File: src/rtl/memory_utils_pkg.sv
// Shared types and constants for the PDP-8 operate-instruction encoder and its mnemonic table.
package memory_utils_pkg;

  typedef logic [11:0] word_t;

  typedef enum logic [4:0] {
    OprNop, OprCla, OprCll, OprCma, OprCml, OprRar, OprRal, OprRtr, OprRtl, OprBsw,
    OprIac, OprSma, OprSza, OprSnl, OprSpa, OprSna, OprSzl, OprSkp, OprOsr, OprHlt
  } opr_mnem_t;

  typedef enum logic [1:0] {GrpNone, GrpG1, GrpG2Or, GrpG2And} opr_group_t;

  // ClsG2Any marks OSR/HLT: valid in either Group 2 flavour, defaulting to G2OR.
  typedef enum logic [2:0] {ClsNeutral, ClsG1, ClsG2Or, ClsG2And, ClsG2Any} opr_class_t;

  localparam word_t OPR_BASE  = 12'o7000;
  localparam word_t OPR_CLA   = 12'o0200;
  localparam word_t OPR_CLL   = 12'o0100;
  localparam word_t OPR_CMA   = 12'o0040;
  localparam word_t OPR_CML   = 12'o0020;
  localparam word_t OPR_RAR   = 12'o0010;
  localparam word_t OPR_RAL   = 12'o0004;
  localparam word_t OPR_RTR   = 12'o0012;
  localparam word_t OPR_RTL   = 12'o0006;
  localparam word_t OPR_BSW   = 12'o0002;
  localparam word_t OPR_IAC   = 12'o0001;
  localparam word_t OPR_G2OR  = 12'o0400;
  localparam word_t OPR_G2AND = 12'o0410;
  localparam word_t OPR_SMA   = 12'o0100;
  localparam word_t OPR_SZA   = 12'o0040;
  localparam word_t OPR_SNL   = 12'o0020;
  localparam word_t OPR_SPA   = 12'o0100;
  localparam word_t OPR_SNA   = 12'o0040;
  localparam word_t OPR_SZL   = 12'o0020;
  localparam word_t OPR_OSR   = 12'o0004;
  localparam word_t OPR_HLT   = 12'o0002;

endpackage

File: src/rtl/opr_micro_encoder_lut.sv
// Combinational mnemonic table: bit mask (group bits included), group class, rotate flag, legality.
module opr_mnem_lut
  import memory_utils_pkg::*;
(
  input  logic [4:0]  code_i,
  output word_t       mask_o,
  output opr_class_t  cls_o,
  output logic        is_rotate_o,
  output logic        legal_o
);

  always_comb begin
    mask_o      = '0;
    cls_o       = ClsNeutral;
    is_rotate_o = 1'b0;
    legal_o     = 1'b1;
    case (code_i)
      OprNop: ;
      OprCla: mask_o = OPR_CLA;
      OprCll: begin mask_o = OPR_CLL; cls_o = ClsG1; end
      OprCma: begin mask_o = OPR_CMA; cls_o = ClsG1; end
      OprCml: begin mask_o = OPR_CML; cls_o = ClsG1; end
      OprRar: begin mask_o = OPR_RAR; cls_o = ClsG1; is_rotate_o = 1'b1; end
      OprRal: begin mask_o = OPR_RAL; cls_o = ClsG1; is_rotate_o = 1'b1; end
      OprRtr: begin mask_o = OPR_RTR; cls_o = ClsG1; is_rotate_o = 1'b1; end
      OprRtl: begin mask_o = OPR_RTL; cls_o = ClsG1; is_rotate_o = 1'b1; end
      OprBsw: begin mask_o = OPR_BSW; cls_o = ClsG1; is_rotate_o = 1'b1; end
      OprIac: begin mask_o = OPR_IAC; cls_o = ClsG1; end
      OprSma: begin mask_o = OPR_G2OR | OPR_SMA; cls_o = ClsG2Or; end
      OprSza: begin mask_o = OPR_G2OR | OPR_SZA; cls_o = ClsG2Or; end
      OprSnl: begin mask_o = OPR_G2OR | OPR_SNL; cls_o = ClsG2Or; end
      OprSpa: begin mask_o = OPR_G2AND | OPR_SPA; cls_o = ClsG2And; end
      OprSna: begin mask_o = OPR_G2AND | OPR_SNA; cls_o = ClsG2And; end
      OprSzl: begin mask_o = OPR_G2AND | OPR_SZL; cls_o = ClsG2And; end
      OprSkp: begin mask_o = OPR_G2AND; cls_o = ClsG2And; end
      // 0400 is OR-safe under G2AND too, so OSR/HLT can always carry it.
      OprOsr: begin mask_o = OPR_G2OR | OPR_OSR; cls_o = ClsG2Any; end
      OprHlt: begin mask_o = OPR_G2OR | OPR_HLT; cls_o = ClsG2Any; end
      default: legal_o = 1'b0;
    endcase
  end

endmodule

File: src/rtl/opr_micro_encoder.sv
// Assembles a stream of OPR micro-op mnemonics into one PDP-8 operate word, or flags an error.
module opr_micro_encoder
  import memory_utils_pkg::*;
#(
  parameter int unsigned MAX_OPS = 8
) (
  input  logic        clk,
  input  logic        rst,
  input  logic        op_valid,
  output logic        op_ready,
  input  logic [4:0]  op_code,
  input  logic        op_last,
  output logic        instr_valid,
  input  logic        instr_ready,
  output logic [11:0] instr,
  output logic        instr_error
);

  typedef enum logic [1:0] {StIdle, StAccum, StDrain, StEmit} state_t;

  state_t     state_q, state_d;
  word_t      acc_q, acc_d;
  word_t      instr_q, instr_d;
  opr_group_t grp_q, grp_d, grp_new;
  logic [3:0] cnt_q, cnt_d, cnt_inc;
  logic       instr_error_q, instr_error_d;

  word_t      lut_mask;
  opr_class_t lut_cls;
  logic       lut_rot, lut_legal;
  logic       grp_conflict, rot_conflict, cnt_over, op_err;

  opr_mnem_lut u_lut (
    .code_i      (op_code),
    .mask_o      (lut_mask),
    .cls_o       (lut_cls),
    .is_rotate_o (lut_rot),
    .legal_o     (lut_legal)
  );

  always_comb begin
    grp_new      = grp_q;
    grp_conflict = 1'b0;
    case (lut_cls)
      ClsG1: begin
        grp_new      = GrpG1;
        grp_conflict = (grp_q == GrpG2Or) || (grp_q == GrpG2And);
      end
      ClsG2Or: begin
        grp_new      = GrpG2Or;
        grp_conflict = (grp_q == GrpG1) || (grp_q == GrpG2And);
      end
      ClsG2And: begin
        grp_new      = GrpG2And;
        grp_conflict = (grp_q == GrpG1) || (grp_q == GrpG2Or);
      end
      ClsG2Any: begin
        grp_new      = (grp_q == GrpNone) ? GrpG2Or : grp_q;
        grp_conflict = (grp_q == GrpG1);
      end
      default: ;
    endcase
  end

  // Bits 3:1 of a Group 1 word hold only the rotate field; a different non-zero value conflicts.
  assign rot_conflict = lut_rot && (acc_q[3:1] != 3'b000) && (acc_q[3:1] != lut_mask[3:1]);
  assign cnt_over     = ({28'd0, cnt_q} >= MAX_OPS);
  assign op_err       = !lut_legal || cnt_over || grp_conflict || rot_conflict;
  assign cnt_inc      = (cnt_q == 4'hF) ? cnt_q : cnt_q + 4'd1;

  always_comb begin
    state_d       = state_q;
    acc_d         = acc_q;
    grp_d         = grp_q;
    cnt_d         = cnt_q;
    instr_d       = instr_q;
    instr_error_d = instr_error_q;
    unique case (state_q)
      StIdle, StAccum: begin
        if (op_valid) begin
          cnt_d = cnt_inc;
          if (!op_err) begin
            acc_d = acc_q | lut_mask;
            grp_d = grp_new;
          end
          if (op_last) begin
            state_d       = StEmit;
            instr_d       = op_err ? OPR_BASE : (OPR_BASE | acc_q | lut_mask);
            instr_error_d = op_err;
          end else begin
            state_d = op_err ? StDrain : StAccum;
          end
        end
      end
      StDrain: begin
        if (op_valid && op_last) begin
          state_d       = StEmit;
          instr_d       = OPR_BASE;
          instr_error_d = 1'b1;
        end
      end
      StEmit: begin
        if (instr_ready) begin
          state_d = StIdle;
          acc_d   = '0;
          grp_d   = GrpNone;
          cnt_d   = '0;
        end
      end
    endcase
  end

  always_ff @(posedge clk or posedge rst) begin
    if (rst) begin
      state_q       <= StIdle;
      acc_q         <= '0;
      grp_q         <= GrpNone;
      cnt_q         <= '0;
      instr_q       <= OPR_BASE;
      instr_error_q <= 1'b0;
    end else begin
      state_q       <= state_d;
      acc_q         <= acc_d;
      grp_q         <= grp_d;
      cnt_q         <= cnt_d;
      instr_q       <= instr_d;
      instr_error_q <= instr_error_d;
    end
  end

  assign op_ready    = (state_q != StEmit);
  assign instr_valid = (state_q == StEmit);
  assign instr       = instr_q;
  assign instr_error = instr_error_q;

endmodule

File: config.mk
export PLATFORM = sky130hd
export DESIGN_NAME = opr_micro_encoder
export DESIGN_NICKNAME = d
export VERILOG_FILES = /design/src/rtl/memory_utils_pkg.sv /design/src/rtl/opr_micro_encoder_lut.sv /design/src/rtl/opr_micro_encoder.sv
export SDC_FILE = /design/constraint.sdc
export NUM_CORES = 1
export LEC_CHECK = 0
export BUFFER_PORTS_ARGS = -buffer_cell sky130_fd_sc_hd__clkbuf_2
export CORE_MARGIN = 4
export CORE_UTILIZATION = 30
export CTS_CLUSTER_DIAMETER = 30
export CTS_CLUSTER_SIZE = 25
export DETAILED_ROUTE_END_ITERATION = 7
export REMOVE_ABC_BUFFERS = 1
export SYNTH_ARGS = -nofsm -noshare
export SYNTH_HDL_FRONTEND = slang
export SYNTH_SLANG_ARGS = --single-unit
File: constraint.sdc
create_clock -name clk -period 2.6 [get_ports clk]
set_input_delay 0.26 -clock clk [delete_from_list [all_inputs] [get_ports clk]]
set_output_delay 0.26 -clock clk [all_outputs]
set_load 0.02 [all_outputs]
# Yosys cells after proc, flatten, opt, wreduce, memory -nomap -nowiden
# Index checks and enable logic that the tools add are counted.
[word_totals] regBits=33 out_inout_bits=15
[classes] addsub=1 magnitude_cmp=1 n_eq_ne=40 muxes=33 n_bitwise=2 n_reduce_logical=28
[op_table] op="9-bit one-hot mux with 19 select lines" n=1
[op_table] op="12-bit two-way mux" n=7
[op_table] op="12-bit one-hot mux with 2 select lines" n=2
[op_table] op="5-bit by 4-bit equality test with 1-bit output, second input constant" n=8
[op_table] op="12-bit OR" n=2
[op_table] op="5-bit by 3-bit equality test with 1-bit output, second input constant" n=4
[op_table] op="5-bit equality test, second input constant" n=4
[op_table] op="20-bit OR reduction" n=1
[op_table] op="2-bit two-way mux" n=8
[op_table] op="4-bit two-way mux" n=3
[op_table] op="2-bit inequality test, second input constant" n=6
[op_table] op="3-bit one-hot mux with 4 select lines" n=1
[op_table] op="4-bit AND reduction" n=3
[op_table] op="5-bit by 2-bit equality test with 1-bit output, second input constant" n=2
[op_table] op="9-bit OR reduction" n=1
[op_table] op="2-bit equality test, second input constant" n=4
[op_table] op="2-bit one-hot mux with 4 select lines" n=1
[op_table] op="4-bit one-hot mux with 2 select lines" n=1
[op_table] op="3-bit by 2-bit equality test with 1-bit output, second input constant" n=2
[op_table] op="1-bit logical OR" n=6
[op_table] op="2-bit one-hot mux with 3 select lines" n=1
[op_table] op="6-bit AND reduction" n=1
[op_table] op="5-bit by 1-bit equality test with 1-bit output, second input constant" n=1
[op_table] op="5-bit zero test" n=1
[op_table] op="24 further kinds" n=34

# Depth between registers and ports, before layout
[logic_depth] word_depth=11 depth_mapped=14 depth_no_buf=12

# Hierarchy
# A second synthesis with hierarchy kept.
[hier_totals] hier_cells=201 hier_area_um2=1704.1
[modules_own_cells] module="opr_micro_encoder" n_inst=1 cells_each=149 area_each_um2=1386.3 seq_area_each_um2=675.6
[modules_own_cells] module="opr_mnem_lut" n_inst=1 cells_each=52 area_each_um2=317.8 seq_area_each_um2=0.0

# Worst setup path after synthesis
# No wires, ideal clock.
[synth_timing] path_kind="input to register" startpoint="in op_code[1]" endpoint="reg grp_q[1]" setup_ps=79 arrival_ps=2537 t_required_ps=2521 slack_ps=-16 cell_stages=11 n_path_buf=1 cell_sequence="buf_4 or3b_1 a21oi_1 o21ai_0 ha_1 nor3_1 a311oi_1 a211o_1 and4bb_4 and3_4 mux2i_1"
[synth_between] elab_chain_len=9 elab_cells_between_ends=50 classes_between="eq/ne: 27; mux: 9; reduce/logical: 14"
[synth_rtl] element="from (decl)" line_no="opr_micro_encoder.sv:11" source="input logic [4:0] op_code,"
[synth_rtl] element="5-bit by 2-bit equality test with 1-bit output (tied with other cells)" line_no="opr_micro_encoder_lut.sv:17" source="case (code_i)"
[synth_rtl] element="9-bit OR reduction (no source line) (tied with other cells)"
[synth_rtl] element="3-bit one-hot mux with 4 select lines or 1-bit two-way mux (tied branches)" line_no="opr_micro_encoder_lut.sv:17"
[synth_rtl] element="3-bit equality test (tied with other cells)" line_no="opr_micro_encoder.sv:44" source="case (lut_cls)"
[synth_rtl] element="1-bit one-hot mux with 4 select lines or 1-bit logical OR (tied branches)" line_no="opr_micro_encoder.sv:44, opr_micro_encoder.sv:68"
[synth_rtl] element="1-bit logical OR (2 in series)" line_no="opr_micro_encoder.sv:68" source="assign op_err = !lut_legal || cnt_over || grp_conflict || rot_conflict;"
[synth_rtl] element="2-bit inequality test (no source line)"
[synth_rtl] element="6-bit AND reduction (no source line)"
[synth_rtl] element="to (signal assigned)" line_no="opr_micro_encoder.sv:117" source="grp_q <= GrpNone;"
[synth_rtl] element="to (signal assigned)" line_no="opr_micro_encoder.sv:124" source="grp_q <= grp_d;"
[synth_rtl] element="to (decl)" line_no="opr_micro_encoder.sv:24" source="opr_group_t grp_q, grp_d, grp_new;"
# Several ways; a longest one is shown, not always the timed one. The select of a mux whose other input is x is not followed.
# A chain may end at the register's enable or synchronous reset.

# Worst setup path after layout
# Ends and elaborated chain as after synthesis.

==> results_dict.tcl <==
set metrics [dict create \
    fp.dieArea_um2 6790 \
    routed_wirelength_um 3880 \
    maxSlewHeadroom_pct 59.1 \
    cts_root_buffer "clkbuf_8" \
    p_leak_uw 0.000917 \
    dp_slack_ns -0.125 \
    clk_latency_ns 0.27 \
    hold_viol 0 \
    die_w_um 82.4 \
    ys_ff_latch 27 \
    grt_pass1_wl_um 6750 \
    path_buf_inv 1 \
    die_h_um 82.4 \
    layout-drive-gt1-share_pct 22.9 \
    p_seq_share_pct 41.6 \
    yosysTopAreaCell "dfrtp_1" \
    synthCells 186 \
    via_per_inst 5.10 \
    crit_family "simple AND/OR/NAND/NOR gates" \
    antennaDiodeCount 0 \
    ys_types 47 \
    placementRows 26 \
    final.setup.worst_slack_ns 0.176 \
    p_sw_share_pct 40.0 \
    cts_tree "built" \
    status "finished, final reports clean" \
    synth_top_cell_area_share_pct 40.7 \
    track_usage_pct 12.6 \
    critPathRequiredTime_ns 2.80 \
    synth_area_um2 1660 \
    dr.pass1.iters 4 \
    crit_chain "clkbuf_2, or3b_1, a21oi_1, o21ai_0, ha_1, nor3_1, a311oi_1, a211o_1, and4bb_4, and3_4, mux2i_1" \
    placed_area_um2 1920 \
    io_buffer_count 21 \
    fin_crit_ns 2.42 \
    cp_max_fo 4 \
    cp_slowest_cell "or3b_1" \
    drt_iter0_drc 46 \
    num_vias 1470 \
    cp-start-kind "primary input" \
    cp_slowest_stage_delay_ns 0.42 \
    cts_num_sinks 27 \
    cts_resized 0 \
    wl_per_cell_um 13.5 \
    finalCritPeriodShare_pct 93.2 \
    powerDensity_nw_per_um2 768 \
    synth_edf_count 0 \
    rrSetupSlack_ns 0.46 \
    clockPowerShare_pct 16.5 \
    yosysWarnings 0 \
    intPower_uw 906 \
    p_switching_uw 604 \
    combPwrFrac_pct 41.9 \
    coreArea_um2 5240 \
    final_design_area_no_fill_um2 1970 \
    hold_ws_ns 0.0136 \
    avgSynthCellArea_um2 8.93 \
    grt_max_degree 28 \
    yosysSeqAreaShare_pct 40.7 \
    initial_core_util_pct 31.7 \
    worstMarginPinSlew_ns 0.609 \
    synth_ff_type "dfrtp_1" \
    rsz0062_at_grt "false" \
    max_cap_viol_count 0 \
    drc 0 \
    setup_viol 0 \
    gr-total-overflow 0 \
    fillers 545 \
    final_util_pct 37.5 \
    cts_max_level 1 \
    numCtsBuffers 3 \
    antenna_left 0 \
    ctsHoldBuffers 0 \
    setup-tns-final_ns 0 \
    io_pins 25 \
    fin_worst_skew_ns 0.00488 \
    cts_setup_buffers 0 \
    async_reset_ff_share_pct 100 \
    place_congestion 0.782 \
    worst_hold_path_type "in -> async" \
    timing.fmax_ghz 0.413 \
    crit_arrival_ns 2.62 \
    syn_to_final_growth_pct 18.3 \
    grt_pass1_vias 1437 \
    path_class "in -> reg" \
    fin_nets 234 \
    finalMaxSlewViolations 0 \
    peakVddDrop_uv 311 \
    synthTopCellsByArea "dfrtp_1 (41%), a32o_1 (5.4%), nand2_1 (4.7%)" \
    cp-end-kind "register" \
    grt_antenna_before_repair 0 \
    clockBufferDepth 2 \
    dpl.hpwl_um 3030 \
    clk_pin_slew_ns 0.09 \
]
-- cell usage after synthesis, drive strengths merged (4+ instances only) --
| cell type | n |
|---|---|
| buf | 9 |
| nand2b | 5 |
| nand2 | 21 |
| clkbuf | 5 |
| inv | 17 |
| o21ai | 15 |
| nand3 | 4 |
| ha | 5 |
| a32o | 9 |
| nor3 | 4 |
| nor2 | 13 |
| dfrtp | 27 |
| a21oi | 11 |
-- sequential cells by signal (all words and copies together), names as in the netlist --
signal       flops
acc_q            9
cnt_q            4
grp_q            2
instr            9
instr_error      1
state_q          2
-- layout make-up --
type	count	area [um2]	share of cell area (%)
Multi-Input combinational cell	130	841	42.8
Sequential cell	27	676	34.4
Timing Repair Buffer	40	248	12.6
Tap cell	70	87.6	4.46
Inverter	17	63.8	3.25
Clock buffer	3	41.3	2.10
Clock inverter	1	8.76	0.446
-- cell families after synthesis --
kind of cell             share of synthesized area [%]
flip-flops                                        40.7
multiplexers                                      2.48
adder cells (fa/ha/maj)                           3.77
XOR/XNOR                                          1.05
AND/OR/NAND/NOR                                   18.5
AO/OA/AOI/OAI                                     24.1
other                                            0.226
buffers and inverters                             9.19
-- worst reg2reg max path, delay by kind of cell (launching register included) --
family,cells,cell delay (ns)
muxes,1,0.18
buffers and inverters,1,0.07
AOI/OAI and AO/OA,2,0.41
DFF,1,0.37
and+or+nand+nor,3,0.75
adders and majority gates,1,0.29
-- layout by cell type, fill, tap and decap left out, types with 2 or more instances in the layout --
cell type / n
conb_1: 3
ha_1: 5
nand2b_1: 5
a22o_1: 2
clkbuf_2: 21
dfrtp_1: 27
nor2_1: 13
nand3_1: 4
a21oi_1: 11
o22ai_1: 2
o21ai_0: 15
a31oi_1: 3
clkbuf_8: 3
nand2_1: 21
inv_1: 17
o21bai_1: 3
mux2i_1: 3
a32o_1: 9
nor3_1: 4
buf_4: 19
xor2_1: 2
-- power groups by stage --
stage / Combinational (uW) / Clock (uW) / Sequential [uW]
3_5_place_dp: 641 / 0 / 634
4_1_cts: 642 / 257 / 627
5_1_grt: 718 / 280 / 646
3_3_place_gp: 638 / 0 / 629
2_1_floorplan: 388 / 0 / 657
6_report: 633 / 249 / 628
-- through the flow --
stage / std cells / power (uW)
after global placement: 284 / 1270
final: 288 / 1510
after CTS: 288 / 1530
after global routing: 288 / 1640
after floorplan: 174 / 1040
after detailed placement: 284 / 1270
-- path summary, 6_finish.rpt --
| check | startpoint | end | cells past startpoint |
|---|---|---|---|
| min in group clk | instr_ready | acc_q[7] | 2 |
| max in group asynchronous | rst | instr_error | 3 |
| max | op_code[1] | grp_q[1] | 11 |
| min | rst | cnt_q[0] | 3 |
| min reg2reg | instr[1] | instr[1] | 2 |
| max reg2reg | acc_q[2] | grp_q[1] | 8 |
-- layer usage --
metal / track usage, % / vias to the layer above / wire, um
li1: - / 724 / -
met1: 17.0 / 718 / 1810
met2: 20.5 / 24 / 1900
met3: 2.71 / 4 / 124
met4: 2.99 / 0 / 42
met5: 0 / - / 0
(Power assumes the default switching activity.)
